$ cat src/rtl/pwm_multi_if.sv
`default_nettype none
// ============================================================================
// Module   : pwm_multi_if
// Purpose  : Control and output bundle for the multi-channel PWM generator.
// Revision : 1.0  initial release
// ============================================================================
interface pwm_multi_if #(
    parameter int CH = 2,
    parameter int CW = 8
);
    logic               en;
    logic               load;
    logic [CW-1:0]      period;
    logic [CH*CW-1:0]   duty;
    logic               mode;
    logic [CH-1:0]      inv;
    logic [CH-1:0]      PWM;
    logic [CW-1:0]      counter;
    logic [1:0]         state;
    logic               cycle_done;

    modport master (
        output en, load, period, duty, mode, inv,
        input  PWM, counter, state, cycle_done
    );

    modport slave (
        input  en, load, period, duty, mode, inv,
        output PWM, counter, state, cycle_done
    );
endinterface
`default_nettype wire

$ cat src/rtl/pwm_multi.sv
`default_nettype none
// ============================================================================
// Module   : pwm_multi
// Purpose  : Multi-channel edge/centre-aligned PWM with double-buffered config.
// Revision : 1.0  initial release
// ============================================================================
module pwm_multi #(
    parameter int CH         = 2,
    parameter int CW         = 8,
    parameter int DEF_PERIOD = 20,
    parameter int DEF_DUTY   = 2
) (
    input  logic            clk1ms,
    input  logic            reset,
    pwm_multi_if.slave      bus
);

    localparam logic [CW-1:0] c_def_period = CW'(DEF_PERIOD);
    localparam logic [CW-1:0] c_def_duty   = CW'(DEF_DUTY);
    localparam logic [CW-1:0] c_min_period = CW'(2);

    typedef enum logic [1:0] {
        IDLE = 2'b00,
        UP   = 2'b01,
        DOWN = 2'b10
    } state_t;

    state_t             r_state;
    state_t             w_state_nxt;
    logic [CW-1:0]      r_counter;
    logic [CW-1:0]      w_counter_nxt;
    logic [CH-1:0]      r_pwm;
    logic [CH-1:0]      w_pwm_nxt;
    logic [CH-1:0]      w_raw;

    logic [CW-1:0]      r_act_period;
    logic [CH*CW-1:0]   r_act_duty;
    logic               r_act_mode;
    logic [CW-1:0]      r_pend_period;
    logic [CH*CW-1:0]   r_pend_duty;
    logic               r_pend_mode;

    logic [CW-1:0]      w_pend_period_nxt;
    logic [CH*CW-1:0]   w_pend_duty_nxt;
    logic               w_pend_mode_nxt;
    logic [CW-1:0]      w_act_period_nxt;
    logic [CH*CW-1:0]   w_act_duty_nxt;
    logic               w_act_mode_nxt;

    logic [CW-1:0]      w_pe;
    logic               w_at_top;
    logic               w_apply;
    logic               w_cycle_done;

    // A load on a boundary cycle must win, so the boundary copies from the
    // post-load pending view rather than the registered one.
    assign w_pend_period_nxt = bus.load ? bus.period : r_pend_period;
    assign w_pend_duty_nxt   = bus.load ? bus.duty   : r_pend_duty;
    assign w_pend_mode_nxt   = bus.load ? bus.mode   : r_pend_mode;

    assign w_act_period_nxt  = w_apply ? w_pend_period_nxt : r_act_period;
    assign w_act_duty_nxt    = w_apply ? w_pend_duty_nxt   : r_act_duty;
    assign w_act_mode_nxt    = w_apply ? w_pend_mode_nxt   : r_act_mode;

    assign w_pe     = (r_act_period < c_min_period) ? c_min_period : r_act_period;
    assign w_at_top = (r_counter >= (w_pe - CW'(1)));

    assign w_cycle_done = ((r_state == UP) && !r_act_mode && w_at_top) ||
                          ((r_state == DOWN) && (r_counter == '0));

    always_comb begin
        w_state_nxt   = r_state;
        w_counter_nxt = r_counter;
        w_apply       = 1'b0;
        unique case (r_state)
            IDLE: begin
                w_counter_nxt = '0;
                if (bus.en) begin
                    w_state_nxt = UP;
                    w_apply     = 1'b1;
                end
            end
            UP: begin
                if (w_at_top) begin
                    if (r_act_mode) begin
                        w_state_nxt   = DOWN;
                        w_counter_nxt = w_pe - CW'(2);
                    end else begin
                        w_apply       = 1'b1;
                        w_counter_nxt = '0;
                        w_state_nxt   = bus.en ? UP : IDLE;
                    end
                end else begin
                    w_counter_nxt = r_counter + CW'(1);
                end
            end
            DOWN: begin
                if (r_counter == '0) begin
                    w_apply = 1'b1;
                    if (!bus.en) begin
                        w_state_nxt   = IDLE;
                        w_counter_nxt = '0;
                    end else begin
                        // Staying centre-aligned skips the repeated zero;
                        // a switch to edge mode restarts from zero.
                        w_state_nxt   = UP;
                        w_counter_nxt = (w_pend_mode_nxt == r_act_mode) ? CW'(1) : '0;
                    end
                end else begin
                    w_counter_nxt = r_counter - CW'(1);
                end
            end
            default: begin
                w_state_nxt   = IDLE;
                w_counter_nxt = '0;
            end
        endcase
    end

    for (genvar gi = 0; gi < CH; gi++) begin : g_ch
        assign w_raw[gi] = (w_counter_nxt < w_act_duty_nxt[gi*CW +: CW]);
    end

    assign w_pwm_nxt = (w_state_nxt == IDLE) ? bus.inv : (w_raw ^ bus.inv);

    always_ff @(posedge clk1ms or negedge reset) begin
        if (!reset) begin
            r_state       <= IDLE;
            r_counter     <= '0;
            r_pwm         <= '0;
            r_act_period  <= c_def_period;
            r_act_duty    <= {CH{c_def_duty}};
            r_act_mode    <= 1'b0;
            r_pend_period <= c_def_period;
            r_pend_duty   <= {CH{c_def_duty}};
            r_pend_mode   <= 1'b0;
        end else begin
            r_state       <= w_state_nxt;
            r_counter     <= w_counter_nxt;
            r_pwm         <= w_pwm_nxt;
            r_act_period  <= w_act_period_nxt;
            r_act_duty    <= w_act_duty_nxt;
            r_act_mode    <= w_act_mode_nxt;
            r_pend_period <= w_pend_period_nxt;
            r_pend_duty   <= w_pend_duty_nxt;
            r_pend_mode   <= w_pend_mode_nxt;
        end
    end

    assign bus.PWM        = r_pwm;
    assign bus.counter    = r_counter;
    assign bus.state      = r_state;
    assign bus.cycle_done = w_cycle_done;

endmodule
`default_nettype wire

$ cat src/flat_wrapper.sv
// flat-port wrapper written by rule: the top's interface ports become plain ports
module pwm_multi_flat 
#(
    parameter int CH         = 2,
    parameter int CW         = 8,
    parameter int DEF_PERIOD = 20,
    parameter int DEF_DUTY   = 2
)
  (clk1ms, reset, bus_en, bus_load, bus_period, bus_duty, bus_mode, bus_inv, bus_PWM, bus_counter, bus_state, bus_cycle_done);
  pwm_multi_if #(.CH(CH), .CW(CW)) bus_i ();
  input  logic clk1ms;
  input  logic reset;
  input wire logic [$bits(bus_i.en)-1:0] bus_en;
  input wire logic [$bits(bus_i.load)-1:0] bus_load;
  input wire logic [$bits(bus_i.period)-1:0] bus_period;
  input wire logic [$bits(bus_i.duty)-1:0] bus_duty;
  input wire logic [$bits(bus_i.mode)-1:0] bus_mode;
  input wire logic [$bits(bus_i.inv)-1:0] bus_inv;
  output wire logic [$bits(bus_i.PWM)-1:0] bus_PWM;
  output wire logic [$bits(bus_i.counter)-1:0] bus_counter;
  output wire logic [$bits(bus_i.state)-1:0] bus_state;
  output wire logic [$bits(bus_i.cycle_done)-1:0] bus_cycle_done;
  assign bus_i.en = bus_en;
  assign bus_i.load = bus_load;
  assign bus_i.period = bus_period;
  assign bus_i.duty = bus_duty;
  assign bus_i.mode = bus_mode;
  assign bus_i.inv = bus_inv;
  assign bus_PWM = bus_i.PWM;
  assign bus_counter = bus_i.counter;
  assign bus_state = bus_i.state;
  assign bus_cycle_done = bus_i.cycle_done;
  pwm_multi #(.CH(CH), .CW(CW), .DEF_PERIOD(DEF_PERIOD), .DEF_DUTY(DEF_DUTY)) u_core (.clk1ms(clk1ms), .reset(reset), .bus(bus_i));
endmodule
$ cat config.mk
export PLATFORM = sky130hd
export DESIGN_NAME = pwm_multi_flat
export DESIGN_NICKNAME = d
export VERILOG_FILES = /design/src/rtl/pwm_multi_if.sv /design/src/rtl/pwm_multi.sv /design/src/flat_wrapper.sv
export SDC_FILE = /design/constraint.sdc
export NUM_CORES = 1
export LEC_CHECK = 0
export ABC_AREA = 1
export CAP_MARGIN = 5
export CELL_PAD_IN_SITES_DETAIL_PLACEMENT = 1
export CELL_PAD_IN_SITES_GLOBAL_PLACEMENT = 2
export CORE_UTILIZATION = 36
export DETAILED_ROUTE_END_ITERATION = 6
export PLACE_DENSITY_LB_ADDON = 0.25
export SLEW_MARGIN = 10
export SYNTH_ARGS = -nofsm -noshare
export SYNTH_HDL_FRONTEND = slang
export SYNTH_SLANG_ARGS = --single-unit
$ cat constraint.sdc
create_clock -name clk1ms -period 11.3 [get_ports clk1ms]
set_input_delay 2.26 -clock clk1ms [delete_from_list [all_inputs] [get_ports clk1ms]]
set_output_delay 2.26 -clock clk1ms [all_outputs]
set_load 0.02 [all_outputs]
==> results.md, run 1 <==
* Status: complete, no violations
* Startpoint type of the worst setup path: flop
* Pwr Density at approximately 300 nW/um2
* Worst-path clk slew at 70 ps
* Ys Warns at 0
* Clock buffer depth at 2
* Post-synth EDFFs at 0
* CP required at ~9000 ps
* CTS tree: done
* Core ar. at ~10000 um2
* Seq/Total Area, Yosys at 41.45%
* Worst-skew pair later-pin latency at approximately 330 ps
* Final Cycle Share at 55.16%
* RD Place Congestion at between 0.8 and 0.9
* Fraction of layout instances using a drive strength above 1 at between 10% and 20%
* Net Count, Synth at between 500 and 600
* Die X-Extent at ~100 um
* Final hold vios at 0
* DP Cell Count at roughly 640
* Tmin final at between 6000 and 7000 ps
* CP max stage delay at 600 ps
* Number of H-tree levels at 3
* HP Class: reg2reg
* Ports at 44
* Ys flop type: dfrtp_1
* Global-route wire length before repair at between 15000 and 20000 um
* Remaining global-route overflow at 0
* Worst path most repeated cell: nand2_1
* Worst Tran Pin Value at ~830 ps
* Post-CTS Setup Bufs at 0
* Initial DRC Count at 74
* Cells after Synth at 474
* Skew final at roughly 11 ps
* Residual DRC at 0
* Routed length per placed instance at 14.91 um
* Area Growth Syn to Fin at 18.86%
* Total global-route track usage at between 15 and 20%
* Hold buffer count at CTS at 0
* Routed Antenna Nets at 0
* Pin count of the biggest net entering global routing at between 60 and 70
* Total wire length at between 9000 and 10000 um
* Pre-CTS setup slack at about 5500 ps
* CTS Buf Count at 9
* Via count of the first global-routing pass at 3432
* CTS Sinks at between 60 and 70
* Post-cts resize count at 0
* Slowest-stage cell, CP: clkdlybuf4s50_1
* Rel. slew slack at 44.88%
* First drt pass iteration count at 4
* Final setup violation count at 0
* FFs w/ async S/R, synth at 100.0%
* Final WS setup at around 5000 ps
* Max Fanout on Critical Path at 12
* Post-Layout Cell Count at around 660
* FF+latch count, synth at between 60 and 70
* Antenna Diode Count at 0
* Setup TNS at 0 ps
* Fin util at between 40 and 50%
* Starting Density at 37.85%
* LEAKAGE at between 2 and 2.5 nW
* Max-cap viol count at 0
* Vias per cell at approximately 4.8
* RSZ-0062 raised after global routing: no
* Critical Path End Type: primary output
* WP data arrival at 3970 ps
* Die ar. at approximately 11000 um2
* FP Rows at 36
* Cell variety after synth at 38
* Hpwl dp at between 7000 and 8000 um
* Worst path cell trace: inv_1 > nand3_1 > nor2_1 > nor2_1 > ha_1 > nand2_1 > inv_1 > nand3_1 > xor2_1 > ha_1 > nand2_1 > nor2_1 > nand2_1 > nand2_1 > nand2_1 > nand2_1 > clkdlybuf4s50_1
* Initial antenna violation count at 0
* VDD IR max at about 0.00011 V
* Max-slew violations at 0
* IO buf count at 43
* Top achievable clock speed at 160.4 MHz
* Final #Nets at ~580
* Die Ht at between 100 and 150 um
* Critical path type: reg2out
* Total power at 1.347 mW
* Synthesized area at approximately 3800 um2
* Root Driver: clkbuf_8
* Vias at around 3200
* Avg Inst Size Synth at 7.948 um2
## flip-flops by register name (all words and copies together) (netlist names)
signal / cells
u_core.bus.counter: 8
u_core.r_pend_duty: 16
u_core.r_act_period: 8
u_core.r_act_mode: 1
u_core.bus.state: 2
u_core.r_pend_mode: 1
u_core.r_pend_period: 8
u_core.r_act_duty: 16
u_core.bus.PWM: 2
## synth_stat cells, types with 3 or more instances
cell type,number,area (um2)
nand2_1,150,563.0
inv_1,58,217.7
dfrtp_1,54,1351
ha_1,31,387.9
nor2_1,23,86.33
a21oi_1,22,110.1
o21ai_0,22,110.1
nand3_1,18,90.09
o21ai_2,12,105.1
xor2_1,12,105.1
inv_2,10,37.54
or2_1,10,62.56
dfstp_2,8,210.2
or2_2,6,37.54
clkbuf_1,5,18.77
o211ai_1,4,30.03
buf_2,3,15.01
nand4_1,3,18.77
## layout by cell type, fill, tap and decap left out, types with 3 or more instances in the layout
cell	synthesis	final
nand2_1	150	150
inv_1	58	58
dfrtp_1	54	54
clkdlybuf4s50_1	0	42
ha_1	31	31
nor2_1	23	23
a21oi_1	22	22
o21ai_0	22	22
nand3_1	18	18
xor2_1	12	12
o21ai_2	12	12
inv_2	10	10
or2_1	10	10
clkbuf_8	0	9
dfstp_2	8	8
or2_2	6	6
o211ai_1	4	4
clkbuf_1	5	4
nand4_1	3	3
## layer usage
layer	vias up	GRT usage, %	routed length, um	share of wire (%)
li1	1588	-	-	-
met1	1554	23.56	4542	46
met2	33	35.71	4945	50
met3	11	4.261	230	2.3
met4	0	3.980	94	0.96
met5	-	0	0	0
## logic make-up (layout without fill, tap and decap cells)
group / count (synthesis) / after routing / share of synthesized area [%]
simple gates: 220 / 220 / 25.37
buf+inv: 78 / 129 / 8.270
compound gates: 69 / 69 / 11.33
flops: 62 / 62 / 41.45
fa+ha+maj: 31 / 31 / 10.30
xor+xnor: 13 / 13 / 3.022
mux: 1 / 1 / 0.2657
## report_power, final
part / leakage, nW / switching, mW / total [mW] / internal [mW]
Combinational: 1.46 / 0.519 / 0.820 / 0.301
Clock: 0.0776 / 0.0876 / 0.168 / 0.0800
Sequential: 0.739 / 0.0593 / 0.359 / 0.300
## through the flow
step	instance area, um2	hold WS, ps
finish	4478	476.2
detailed placement	4318	464.6
CTS	4478	481.7
floorplan	3767	433.4
global placement	4318	450.0
global route	4478	498.8
## critical path, delay by kind of cell (launching register included)
family,cells,cell delay [ps]
xor gates and xnor gates,1,160
adders and majority gates,2,570
buffers and inverters,3,790
DFF,1,550
and+or+nand+nor,11,1570
## cell type report
cell class	count	area, um2
fill	1261	5477
clock buffer	13	138.9
clock inverter	3	21.27
tap	133	166.4
sequential	62	1562
timing repair buffer	45	440.4
multi-input combinational	334	1894
inverter	68	255.2
## final timing paths
| kind | from | endpoint | slack (ps) | depth (start not counted) |
|---|---|---|---|---|
| max | u_core.r_act_period[4] | bus_cycle_done | 5070 | 17 |
| min | u_core.r_pend_period[1] | u_core.r_pend_period[1] | 480 | 2 |
| max reg2reg | u_core.r_act_period[4] | u_core.bus.PWM[0] | 6070 | 26 |
| min reg2reg | u_core.r_pend_period[1] | u_core.r_pend_period[1] | 480 | 2 |
| max in group asynchronous | reset | u_core.bus.counter[7] | 8650 | 2 |
| min in group asynchronous | reset | u_core.r_pend_period[1] | 2100 | 2 |
Power figures use the tool's default switching activity.
==> inputs of run 2 (changes only) <==
--- a/config.mk
+++ b/config.mk
@@ -9,7 +9,7 @@
 export CAP_MARGIN = 5
 export CELL_PAD_IN_SITES_DETAIL_PLACEMENT = 1
 export CELL_PAD_IN_SITES_GLOBAL_PLACEMENT = 2
-export CORE_UTILIZATION = 36
+export CORE_UTILIZATION = 33
 export DETAILED_ROUTE_END_ITERATION = 6
 export PLACE_DENSITY_LB_ADDON = 0.25
 export SLEW_MARGIN = 10
==> constraint.sdc (replaced) <==
create_clock -name clk1ms -period 6 [get_ports clk1ms]
set_input_delay 1.2 -clock clk1ms [delete_from_list [all_inputs] [get_ports clk1ms]]
set_output_delay 1.2 -clock clk1ms [all_outputs]
set_load 0.02 [all_outputs]
==> run 2 against run 1 <==
Clock skew shrank 3.2 ps. Die area grew 8.9%. Global-route usage shrank 0.46 points. Cell count grew 1.1%. Critical endpoint unchanged. Setup slack lost 4200 ps. First-iteration DRC count grew 9.5%. Core utilization shrank 2.6 points.
==> results.md, run 2 (synthesis gave the netlist of run 1 again) <==
* Post-cts resize count at 0
* Worst path cell trace: inv_1 > nand3_1 > nor2_1 > nor2_1 > ha_1 > nand2_1 > inv_1 > nand3_1 > xor2_1 > ha_1 > nand2_1 > nor2_1 > nand2_1 > nand2_1 > nand2_1 > nand2_1 > clkdlybuf4s50_1
* Routed length per placed instance at approximately 15 um
* Final #Nets at just under 600
* Max-cap viol count at 0
* Tmin final at between 5000 and 6000 ps
* Critical path type: reg2out
* Top achievable clock speed at 195.2 MHz
* CTS Buf Count at 9
* Via count of the first global-routing pass at ~3300
* Max Fanout on Critical Path at 12
* HP Class: reg2reg
* Global-route wire length before repair at between 15000 and 20000 um
* CTS Sinks at 62
* LEAKAGE at approximately 2.4 nW
* Critical Path End Type: primary output
* Area of the multi-input gates at between 1500 and 2000 um2
* Rel. slew slack at between 40% and 50%
* WP buf/inv at 3
* Remaining global-route overflow at 0
* Delay-heaviest family, CP: simple AND/OR/NAND/NOR gates
* Number of H-tree levels at 3
* Fin Hold WS at approximately 470 ps
* Die ar. at between 10000 and 15000 um2
* CTS tree: done
* WP data arrival at just under 4000 ps
* Slowest-stage cell, CP: clkdlybuf4s50_1
* Clock buffer depth at 2
* RD Place Congestion at approximately 0.86
* Initial DRC Count at 81
* Worst-skew pair later-pin latency at approximately 330 ps
* Ports at 44
* Sequential cell area at around 1600 um2
* Die X-Extent at about 110 um
* Total wire length at 10210 um
* VDD IR max at roughly 0.00024 V
* Total global-route track usage at about a fifth
* First drt pass iteration count at 5
* CP required at ~4800 ps
* Worst-path clk slew at about 60 ps
* Most common cell after layout, fill and taps aside: nand2_1
* Top flop regs: u_core.r_act_duty x16, u_core.r_pend_duty x16
* Hpwl dp at ~7800 um
* Worst Tran Pin Value at roughly 830 ps
* Pwr Density at ~600 nW/um2
* Antenna Diode Count at 0
* Hold buffer count at CTS at 0
* CP max stage delay at 610 ps
* # fillers at roughly 1300
* Residual DRC at 0
* Final Cycle Share at a little under nine tenths
* Core ar. at ~11000 um2
* Most frequent cells in the layout: nand2_1, inv_1, dfrtp_1
* Max-slew violations at 0
* IO buf count at 43
* Skew final at 7.397 ps
* Worst path most repeated cell: nand2_1
* Die Ht at about 110 um
* Startpoint type of the worst setup path: flop
* Vias at roughly 3100
* Root Driver: clkbuf_16
* Initial antenna violation count at 0
* Final hold vios at 0
* Final setup violation count at 0
* FP Rows at 38
* Area Growth Syn to Fin at 23.48%
* Setup TNS at 0 ps
* Starting Density at between 30 and 40%
* RSZ-0062 raised after global routing: no
* Vias per cell at ~4.7
* Post-CTS Setup Bufs at 0
* Pin count of the biggest net entering global routing at 63
* Fraction of layout instances using a drive strength above 1 at a little under an eighth
* Routed Antenna Nets at 0
* Status: complete, no violations
## run 2: routing by layer
metal	track usage (%)	part of all wire, %
met5	0	0
met4	6.757	1.8
met3	3.228	2.3
met2	33.86	50
met1	23.44	45
## run 2: worst register-to-register path, stage by stage, from the launching register on
cell     delay (ps)
dfstp_2         540
inv_1            80
nand3_1         100
nor2_1           50
nor2_1          330
ha_1            280
nand2_1         100
inv_1           100
nand3_1          90
xor2_1          160
ha_1            290
a21o_1          180
nor2_1          130
nand2_1         300
nand2_1         200
nand3_2         130
nand2_4         270
inv_2           270
or2_2           330
o21ai_0         120
ha_1            300
a21oi_1         150
o21ai_0         110
nor2_1          150
nand3_1          90
nand2_1          70
inv_1            40
## run 2: per-stage QoR
step / utilization, % / cells / cell area, um2 / power [mW] / setup slack, ps
global placement: 39.39 / 649 / 4327 / 2.200 / 1176
finish: 42.36 / 665 / 4652 / 2.797 / 876.5
floorplan: - / 474 / 3767 / 1.798 / 2052
global route: 42.36 / 665 / 4652 / 3.064 / 456.0
CTS: 42.36 / 665 / 4652 / 2.839 / 853.7
detailed placement: 39.39 / 649 / 4327 / 2.245 / 969.2
## run 2: area by class of cell
type / instances / area share (%)
clock buffers: 11 / 5.218
well taps: 140 / 3.765
multi-input cells: 334 / 40.72
clock inverters: 5 / 1.775
repair buffers: 45 / 9.467
flip-flops and latches: 62 / 33.57
inverters: 68 / 5.487
## run 2: final timing paths
check / start / to / slack (ps) / cells after the start
worst min-delay path: u_core.r_pend_period[2] / u_core.r_pend_period[2] / 470 / 2
max in group asynchronous: reset / u_core.bus.PWM[0] / 4410 / 2
worst max register to register: u_core.r_act_period[4] / u_core.bus.PWM[0] / 950 / 26
worst max-delay path: u_core.r_act_period[4] / bus_cycle_done / 880 / 17
min in group asynchronous: reset / u_core.r_pend_period[0] / 1050 / 2
worst min register to register: u_core.r_pend_period[2] / u_core.r_pend_period[2] / 470 / 2
## run 2: power by group
group          internal [mW]  leakage [nW]  total [mW]  switching, mW
sequential             0.566         0.739       0.678          0.112
clock                  0.376         0.160       0.571          0.195
combinational          0.565          1.46        1.55          0.983
total                   1.51          2.36        2.80           1.29
==> inputs of run 3 (changes only) <==
--- a/config.mk
+++ b/config.mk
@@ -11,6 +11,7 @@
 export CELL_PAD_IN_SITES_GLOBAL_PLACEMENT = 2
 export CORE_UTILIZATION = 33
 export DETAILED_ROUTE_END_ITERATION = 6
+export MAX_ROUTING_LAYER = met4
 export PLACE_DENSITY_LB_ADDON = 0.25
 export SLEW_MARGIN = 10
 export SYNTH_ARGS = -nofsm -noshare
==> run 3 against run 2 <==
First-iteration DRC count is 42% higher. Sequential share of layout area rose by 0.12 points. Core utilization shrank 0.15 points. Sequential cell count unchanged. Critical endpoint unchanged.
==> results.md, run 3 (synthesis gave the netlist of run 1 again) <==
* Status: complete, no violations
* # fillers at 1329
* Fin util at a little over two fifths
* VDD IR max at 0.0002037 V
* Top flop regs: u_core.r_act_duty x16, u_core.r_pend_duty x16
* Total global-route track usage at between 10% and 20%
* Clock buffer depth at 2
* LEAKAGE at 2.337 nW
* Rel. slew slack at between 40% and 50%
* Vias at around 3200
* Max-cap viol count at 0
* Worst-path clk slew at 60 ps
* Via count of the first global-routing pass at between 3000 and 4000
* Hpwl dp at roughly 7900 um
* HP Class: reg2reg
* Die X-Extent at about 110 um
* Skew final at 7.740 ps
* Total power at between 2 and 3 mW
* Starting Density at about a third
* Initial antenna violation count at 0
* Comb pwr share at between 50% and 60%
* Final setup violation count at 0
* Total wire length at between 10000 and 15000 um
* Die Ht at ~110 um
* Tmin final at 5128 ps
* CP required at roughly 4800 ps
* DP Area at roughly 4300 um2
* Final hold vios at 0
* CTS Buf Count at 9
* Number of H-tree levels at 3
* CTS Sinks at between 60 and 70
* Clock power frac at roughly a fifth
* Final Cycle Share at around 85%
* Pin count of the biggest net entering global routing at 63
* Max-slew violations at 0
* WP data arrival at between 3000 and 4000 ps
* Core ar. at 10980 um2
* Reg power frac at roughly a quarter
* Startpoint type of the worst setup path: flop
* Post-CTS Setup Bufs at 0
* Final #Nets at a little under 600
* Antenna Diode Count at 0
* First drt pass iteration count at 4
* Initial DRC Count at 115
* RD Place Congestion at between 0.8 and 0.9
* RSZ-0062 raised after global routing: no
* Fin Hold WS at around 470 ps
* R2R cell count at 26
* P_sw at 1.290 mW
* Most frequent cells in the layout: nand2_1, inv_1, dfrtp_1
* FP Rows at 38
* Routed Antenna Nets at 0
* Ports at 44
* Hold-critical path depth at 2
* Fraction of layout instances using a drive strength above 1 at approximately an eighth
* Global-route wire length before repair at about 17000 um
* CTS tree: done
* Worst-skew pair later-pin latency at approximately 330 ps
* Critical path type: reg2out
* Max Fanout on Critical Path at 12
* Pwr Density at 594.5 nW/um2
* IO buf count at between 40 and 50
* Sequential cell area at around 1600 um2
* Top achievable clock speed at roughly 200 MHz
* Design area at 4636 um2
* Remaining global-route overflow at 0
* Worst Tran Pin Value at about 830 ps
* Area of the multi-input gates at roughly 1900 um2
* Hold buffer count at CTS at 0
* Vias per cell at 4.814
* Root Driver: clkbuf_16
* Internal Power at between 1 and 1.5 mW
* Residual DRC at 0
* Most common cell after layout, fill and taps aside: nand2_1
* Area Growth Syn to Fin at 23.05%
* Sw Ratio at about 47%
* Post-cts resize count at 0
* Critical Path End Type: primary output
* Setup TNS at 0 ps
* Routed length per placed instance at 15.26 um
* Die ar. at between 10000 and 15000 um2
==> run 3: cell count changes in the layout (fill, tap and decap cells not counted) <==
cell,previous run,this run
clkinvlp_4,0,3
clkbuf_1,1,0
bufinv_16,2,1
clkinv_4,2,1
inv_6,0,1
clkinv_2,1,0
==> run 3: stage by stage <==
step	setup slack, ps	instances
after global routing	427.0	665
after CTS	836.9	665
after global placement	1175	649
after detailed placement	1028	649
after floorplan	2052	474
final	872.0	665
==> run 3: layout make-up <==
cell class	count	area share, %
multi-input combinational	334	40.86
clock inverter	6	1.511
tap	140	3.779
inverter	68	5.506
sequential	62	33.68
timing repair buffer	45	9.501
clock buffer	10	5.155
==> run 3: final timing paths <==
check,slack [ps],end,start
worst min register to register,470,u_core.r_pend_period[6],u_core.r_pend_period[6]
worst min-delay path,470,u_core.r_pend_period[6],u_core.r_pend_period[6]
worst max register to register,1010,u_core.bus.PWM[0],u_core.r_act_period[4]
max in group asynchronous,4400,u_core.r_act_duty[4],reset
min in group asynchronous,1050,u_core.r_pend_period[1],reset
worst max-delay path,870,bus_cycle_done,u_core.r_act_period[4]
==> run 3: power groups by stage <==
stage	Clock, mW	Sequential [mW]	Combinational [mW]
finish	0.534	0.680	1.54
global placement	0	0.685	1.51
global route	0.562	0.700	1.78
CTS	0.549	0.684	1.57
floorplan	0	0.690	1.11
detailed placement	0	0.691	1.56
==> run 3: worst max-delay path, cell delays in order (launching register included) <==
cell and delay, ps:
dfstp_2 540, inv_1 90, nand3_1 110, nor2_1 50
nor2_1 310, ha_1 260, nand2_1 90, inv_1 100
nand3_1 100, xor2_1 160, ha_1 290, nand2_1 80
nor2_1 120, nand2_1 80, nand2_1 330, nand2_1 160
nand2_1 130, clkdlybuf4s50_1 610
==> run 3: per-layer routing <==
metal / vias up / GRT usage (%) / routed length, um
met5: - / - / 0
met4: 0 / 6.371 / 155
met3: 13 / 3.048 / 219
met2: 43 / 34.22 / 5125
met1: 1550 / 23.69 / 4650
li1: 1595 / - / -
